--- config.mk ---
export PLATFORM = sky130hd
export DESIGN_NAME = mem_arbiter
export DESIGN_NICKNAME = d
export VERILOG_FILES = /design/src/rtl/mem_arbiter_pkg.sv /design/src/rtl/mem_arbiter_grant.sv /design/src/rtl/mem_arbiter.sv
export SDC_FILE = /design/constraint.sdc
export NUM_CORES = 1
export LEC_CHECK = 0
export BUFFER_PORTS_ARGS = -buffer_cell sky130_fd_sc_hd__buf_2
export CORE_ASPECT_RATIO = 1.1
export CORE_UTILIZATION = 50
export DETAILED_ROUTE_END_ITERATION = 10
export PLACE_DENSITY = 0.86
export SETUP_SLACK_MARGIN = 0.2
export SYNTH_ARGS = -nofsm -noshare
export SYNTH_HDL_FRONTEND = slang
export SYNTH_HIERARCHICAL = 1
export SYNTH_SLANG_ARGS = --single-unit
--- constraint.sdc ---
create_clock -name clk -period 9.5 [get_ports clk]
set_input_delay 0.95 -clock clk [delete_from_list [all_inputs] [get_ports clk]]
set_output_delay 0.95 -clock clk [all_outputs]
set_load 0.05 [all_outputs]
--- src/rtl/mem_arbiter_pkg.sv ---
// Shared types for the fetch/load-store memory arbiter.
// Imported by mem_arbiter and arb_grant.
package mem_arbiter_pkg;

   typedef enum logic [1:0] {
      IDLE,
      BUSY_I,
      BUSY_D,
      RESP
   } mem_arb_state_t;

   typedef enum logic {
      OWNER_I,
      OWNER_D
   } mem_arb_owner_t;

   // Bit positions inside the one-hot grant vector
   localparam int GRANT_I = 0;
   localparam int GRANT_D = 1;

   function automatic mem_arb_owner_t other_owner(input mem_arb_owner_t owner);
      return (owner == OWNER_I) ? OWNER_D : OWNER_I;
   endfunction

endpackage

--- src/rtl/mem_arbiter_grant.sv ---
// arb_grant: combinational one-hot grant between fetch and load/store requests.
// last_grant names the owner that wins when both request in the same cycle.
module arb_grant
   import mem_arbiter_pkg::*;
(
   input  logic       instr_req,
   input  logic       data_req,
   input  logic       last_grant,
   output logic [1:0] grant
);

   always_comb begin
      grant = 2'b00;
      if (instr_req && data_req) begin
         if (last_grant == OWNER_D) grant[GRANT_D] = 1'b1;
         else                       grant[GRANT_I] = 1'b1;
      end else begin
         grant[GRANT_I] = instr_req;
         grant[GRANT_D] = data_req;
      end
   end

endmodule

--- src/rtl/mem_arbiter.sv ---
// mem_arbiter: shares one memory port between instruction fetch and load/store.
// Define MEM_ARB_ROUND_ROBIN_EN to alternate tie priority; default is data over instruction.
module mem_arbiter
   import mem_arbiter_pkg::*;
#(
   parameter int AddrWidth = 32,
   parameter int DataWidth = 32
) (
   input  logic                   clk,
   input  logic                   res,
   input  logic                   instr_req,
   input  logic [AddrWidth-1:0]   instr_addr,
   output logic                   instr_valid,
   output logic [DataWidth-1:0]   instr_read,
   input  logic                   data_req,
   input  logic                   data_we,
   input  logic [AddrWidth-1:0]   data_addr,
   input  logic [DataWidth-1:0]   data_wdata,
   input  logic [DataWidth/8-1:0] data_be,
   output logic                   data_valid,
   output logic [DataWidth-1:0]   data_rdata,
   output logic                   mem_req,
   output logic                   mem_we,
   output logic [AddrWidth-1:0]   mem_addr,
   output logic [DataWidth-1:0]   mem_wdata,
   output logic [DataWidth/8-1:0] mem_be,
   input  logic                   mem_ack,
   input  logic [DataWidth-1:0]   mem_rdata
);

   mem_arb_state_t         state_q, state_d;
   logic                   mem_req_q, mem_req_d;
   logic                   mem_we_q, mem_we_d;
   logic [AddrWidth-1:0]   mem_addr_q, mem_addr_d;
   logic [DataWidth-1:0]   mem_wdata_q, mem_wdata_d;
   logic [DataWidth/8-1:0] mem_be_q, mem_be_d;
   logic                   instr_valid_q, instr_valid_d;
   logic                   data_valid_q, data_valid_d;
   logic [DataWidth-1:0]   instr_read_q, instr_read_d;
   logic [DataWidth-1:0]   data_rdata_q, data_rdata_d;
   logic [1:0]             grant;
   mem_arb_owner_t         tie_owner;

`ifdef MEM_ARB_ROUND_ROBIN_EN
   mem_arb_owner_t last_grant_q, last_grant_d;

   always_ff @(posedge clk or posedge res) begin
      if (res) last_grant_q <= OWNER_I;
      else     last_grant_q <= last_grant_d;
   end

   // Tie priority flips on every grant so contention alternates I, D, I, D
   always_comb begin
      last_grant_d = last_grant_q;
      if (state_q == IDLE && grant != 2'b00) last_grant_d = other_owner(last_grant_q);
   end

   assign tie_owner = last_grant_q;
`else
   assign tie_owner = OWNER_D;
`endif

   arb_grant u_arb_grant (
      .instr_req  (instr_req),
      .data_req   (data_req),
      .last_grant (tie_owner),
      .grant      (grant)
   );

   // NOTE: state uses non-blocking assignments so every flop samples pre-edge values.
   always_ff @(posedge clk or posedge res) begin
      if (res) begin
         state_q       <= IDLE;
         mem_req_q     <= 1'b0;
         mem_we_q      <= 1'b0;
         mem_addr_q    <= '0;
         mem_wdata_q   <= '0;
         mem_be_q      <= '0;
         instr_valid_q <= 1'b0;
         data_valid_q  <= 1'b0;
         instr_read_q  <= '0;
         data_rdata_q  <= '0;
      end else begin
         state_q       <= state_d;
         mem_req_q     <= mem_req_d;
         mem_we_q      <= mem_we_d;
         mem_addr_q    <= mem_addr_d;
         mem_wdata_q   <= mem_wdata_d;
         mem_be_q      <= mem_be_d;
         instr_valid_q <= instr_valid_d;
         data_valid_q  <= data_valid_d;
         instr_read_q  <= instr_read_d;
         data_rdata_q  <= data_rdata_d;
      end
   end

   always_comb begin
      // NOTE: every output of this block gets a default first, so no path can infer a latch.
      state_d       = state_q;
      mem_req_d     = mem_req_q;
      mem_we_d      = mem_we_q;
      mem_addr_d    = mem_addr_q;
      mem_wdata_d   = mem_wdata_q;
      mem_be_d      = mem_be_q;
      instr_valid_d = 1'b0;
      data_valid_d  = 1'b0;
      instr_read_d  = instr_read_q;
      data_rdata_d  = data_rdata_q;

      unique case (state_q)
         IDLE: begin
            if (grant[GRANT_D]) begin
               state_d     = BUSY_D;
               mem_req_d   = 1'b1;
               mem_we_d    = data_we;
               mem_addr_d  = data_addr;
               mem_wdata_d = data_wdata;
               mem_be_d    = data_be;
            end else if (grant[GRANT_I]) begin
               state_d     = BUSY_I;
               mem_req_d   = 1'b1;
               mem_we_d    = 1'b0;
               mem_addr_d  = instr_addr;
               mem_wdata_d = '0;
               mem_be_d    = '0;
            end
         end
         BUSY_I: begin
            if (mem_ack) begin
               state_d       = RESP;
               mem_req_d     = 1'b0;
               instr_read_d  = mem_rdata;
               instr_valid_d = 1'b1;
            end
         end
         BUSY_D: begin
            if (mem_ack) begin
               state_d      = RESP;
               mem_req_d    = 1'b0;
               data_rdata_d = mem_we_q ? '0 : mem_rdata;
               data_valid_d = 1'b1;
            end
         end
         // Requests are not sampled here: the owner drops req after seeing valid
         RESP: state_d = IDLE;
         default: state_d = IDLE;
      endcase
   end

   assign mem_req     = mem_req_q;
   assign mem_we      = mem_we_q;
   assign mem_addr    = mem_addr_q;
   assign mem_wdata   = mem_wdata_q;
   assign mem_be      = mem_be_q;
   assign instr_valid = instr_valid_q;
   assign instr_read  = instr_read_q;
   assign data_valid  = data_valid_q;
   assign data_rdata  = data_rdata_q;

`ifndef SYNTHESIS
   a_instr_hold: assert property (@(posedge clk) disable iff (res)
      (state_q == BUSY_I || (state_q == RESP && instr_valid_q)) |-> instr_req)
      else $error("instr_req dropped before instr_valid");

   a_data_hold: assert property (@(posedge clk) disable iff (res)
      (state_q == BUSY_D || (state_q == RESP && data_valid_q)) |-> data_req)
      else $error("data_req dropped before data_valid");
`endif

endmodule

==> metrics.md <==
| Metric | Value |
|---|---|
| Worst Max-Slew Pin Slew | 1.135 ns |
| Top_reg_cell synth | dfrtp_1 |
| Htree depth | 4 |
| Post-Synth Adder-Cell Area | 0.8953% |
| Async set-reset flop share out of synthesis | 100.0% |
| R2R setup slack | 7.46 ns |
| Power density over cell area | 437.0 nW/µm² |
| Crit end category | flop |
| Worst vdd ir | 0.0002378 V |
| DR iter-0 viols | 148 |
| Clock buffer count from CTS | 17 |
| Largest net degree at the start of global routing | 75 |
| Crit Reg-Reg Startpoint | state_q[0]$_DFFE_PP0P_ |
| Die Ht | 112.9 µm |
| CP startpoint | instr_req |
| Vias per std cell | 5.038 |
| Clock Latency Late Sink | 0.40 ns |
| Post-synth EDFFs | 0 |
| CP Launch Type | input port |
| Worst stage delay on the critical path | 0.68 ns |
| Hpwl dp | 9762 µm |
| Cell depth of the worst hold path | 2 |
| RD Place Congestion | 0.8093 |
| Hold EP | data_rdata[3]$_DFFE_PP0P_ |
| Initial antenna violation count | 0 |
| Area leader, netlist | dfrtp_1 |
| Nets | 867 |
| Die Area | 11610 µm² |
| Hold Path Origin | data_rdata[3]$_DFFE_PP0P_ |
| Largest family of logic cells by synthesized area | multiplexers |
| Clock-pin slew on the worst setup and hold paths | 0.06 ns |
| Hold crit path type | flop to flop |
| Fin crit share | 26.08% |
| WP data required | 9.84 ns |
| Post-route DRC | 0 |
| Worst path cell trace | buf_2 > a21boi_1 > o21ai_4 > buf_4 > a22o_1 |
| Status | complete, no violations |
| Ant. Diodes | 0 |
| First-pass GRT wire length | 20800 µm |
| Area contributors post-synth | dfrtp_1 62%, mux2_1 6.4%, mux2i_1 6.3% |
| Overall Global Routing Usage | 23.45% |
| Leak pwr | 4.063 nW |
| # fillers | 816 |
| CP Max Fanout | 72 |
| Hold Fails Final Rpt | 0 |
| WL final | 13490 µm |
| WL/cell | 15.25 µm |
| R2R depth | 5 |
| Synth cell types | 24 |
| Fmax | 403.7 MHz |
| Flops & latches, synth | 138 |
| Port Buf Inserts | 273 |
| Synth Area in Compound Gates | 12.40% |
| Clock sinks | 138 |
| Vias | 4459 |
| Antenna viol nets, final | 0 |
| Area growth, synth to finish | 36.26% |
| Post-CTS Setup Inserts | 0 |
| Multiplexer share of the synthesized area | 12.71% |
| WS Path Type | input port to flop |
| Worst-case hold slack | 0.4782 ns |
| Max_cap viols | 0 |
| CTS tree | done |
| Reg-to-Reg End | mem_wdata[18]$_DFFE_PP0P_ |
| Post-Synth Simple-Gate Area | 8.371% |
| Setup TNS | 0 ns |
| Max Slew Vio Count | 0 |
| Pre-antenna DRT Iters | 4 |
| Register area share after synthesis | 61.77% |
| WP buf/inv | 2 |
| RSZ-0062 raised after global routing | false |
| Final setup viols | 0 |
| Post-synth top area share | 61.77% |
| Final Skew | 0.007207 ns |
| CTS max path bufs | 2 |
| Crit. path cell count | 5 |
| Post-Syn Area per Cell | 12.21 µm² |
| Max stage delay cell, worst path | buf_4 |
| Rel. slew slack | 24.08% |
| IO Pins | 274 |
| Post-Synth XOR/XNOR Area | 0% |
| Vias in the first global route | 4437 |
| Register Area | 3453 µm² |
| Post-Synthesis Cell Area | 5590 µm² |
| Min Tclk post-route | 2.477 ns |
| Multi-input logic area | 1951 µm² |
| Root Buffer | clkbuf_16 |
| WP data arrival | 2.81 ns |
| Die width | 102.8 µm |
| Grt total ovfl | 0 |
| CTS hold repair buffers | 0 |
| Gate Count Post-Synth | 458 |
| Ys Warns | 6 |
| Starting density of the core | 51.24% |
| Post-CTS sizing | 0 |
| Share of cells above drive strength 1 | 42.68% |
| Placeable Area | 10910 µm² |
| Row count | 40 |
| CP delay by family, top | compound AO/OA/AOI/OAI gates |
[metrics by stage]
stage	power, mW	area [µm²]	cells	setup slack (ns)	utilization (%)
after floorplan	2.296	5594	459	4.854	-
after global placement	2.645	7027	853	6.695	64.40
after detailed placement	2.701	7027	853	6.586	64.40
after CTS	3.353	7617	885	7.026	69.82
after global routing	3.499	7617	885	6.883	69.82
final	3.329	7617	885	7.023	69.82
[cell type report]
cell class	instances	share of cell area [%]
multi-input combinational	283	25.61
inverter	6	0.3614
clock inverter	10	1.528
timing repair buffer	279	18.53
clock buffer	22	6.225
tap	147	2.415
sequential	138	45.34
[registers in the layout (all words and copies together) (netlist names)]
| name | count |
|---|---|
| state_q | 2 |
| mem_we | 1 |
| mem_req | 1 |
| instr_valid | 1 |
| mem_addr | 32 |
| mem_wdata | 32 |
| data_rdata | 32 |
| mem_be | 4 |
| instr_read | 32 |
| data_valid | 1 |
[cell usage after synthesis (2+ instances only)]
library cell	number
dfrtp_1	138
nand2_1	67
o21ai_1	64
a22o_1	37
mux2i_1	35
mux2_1	32
nand2b_1	32
buf_2	16
buf_4	9
clkbuf_1	4
ha_1	4
inv_1	4
a21boi_1	3
buf_6	2
inv_2	2
[logic make-up (layout without fill, tap and decap cells)]
| kind of cell | after synthesis | in the layout |
|---|---|---|
| simple gates | 102 | 102 |
| other cells | 1 | 2 |
| flops | 138 | 138 |
| fa+ha+maj | 4 | 4 |
| buf+inv | 38 | 317 |
| mux | 67 | 67 |
| compound gates | 108 | 108 |
[worst reg2reg max path: stages, from the launching register on]
cell and delay [ns]:
dfrtp_1 0.35, inv_1 0.09, ha_1 0.26, o21ai_4 0.29
buf_4 0.68, a22o_1 0.31
[layer usage]
| layer | GRT usage (%) | wire length, µm | share of wire, % | up-vias |
|---|---|---|---|---|
| met5 | 0 | 0 | 0 | - |
| met1 | 26.87 | 5403 | 40 | 2115 |
| li1 | - | - | - | 2113 |
| met3 | 6.918 | 1011 | 7.5 | 29 |
| met4 | 9.859 | 343 | 2.5 | 0 |
| met2 | 40.40 | 6736 | 50 | 202 |
[cells in the final DEF, fill, tap and decap left out]
cell type	count
dfrtp_1	138
and2_1	1
clkinv_2	2
nor2b_1	1
inv_6	2
o21ai_0	1
nand2b_1	32
mux2i_1	35
o21bai_1	1
a21boi_4	1
inv_2	2
bufinv_16	2
o21ai_4	1
clkinvlp_4	5
buf_4	6
a21oi_1	1
buf_2	273
nand2_1	66
mux2_1	32
o21ai_1	64
clkbuf_1	2
clkbuf_16	17
a21boi_1	2
a22o_1	37
conb_1	2
ha_1	4
nor2_1	1
inv_1	3
clkbuf_8	3
nand2_2	1
[worst max-delay path by stage]
stage,end,slack [ns]
finish,mem_wdata[18]$_DFFE_PP0P_,7.02
global route,mem_addr[24]$_DFFE_PP0P_,6.88
CTS,mem_wdata[15]$_DFFE_PP0P_,7.03
detailed placement,mem_addr[20]$_DFFE_PP0P_,6.59
global placement,mem_wdata[10]$_DFFE_PP0P_,6.70
floorplan,data_rdata[0]$_DFFE_PP0P_,4.85
[report_power, final]
group | switching [mW] | total, mW | internal [mW]
Combinational | 1.28 | 1.70 | 0.411
Clock | 0.236 | 0.643 | 0.407
Sequential | 0.138 | 0.990 | 0.852
Power figures use the tool's default switching activity.
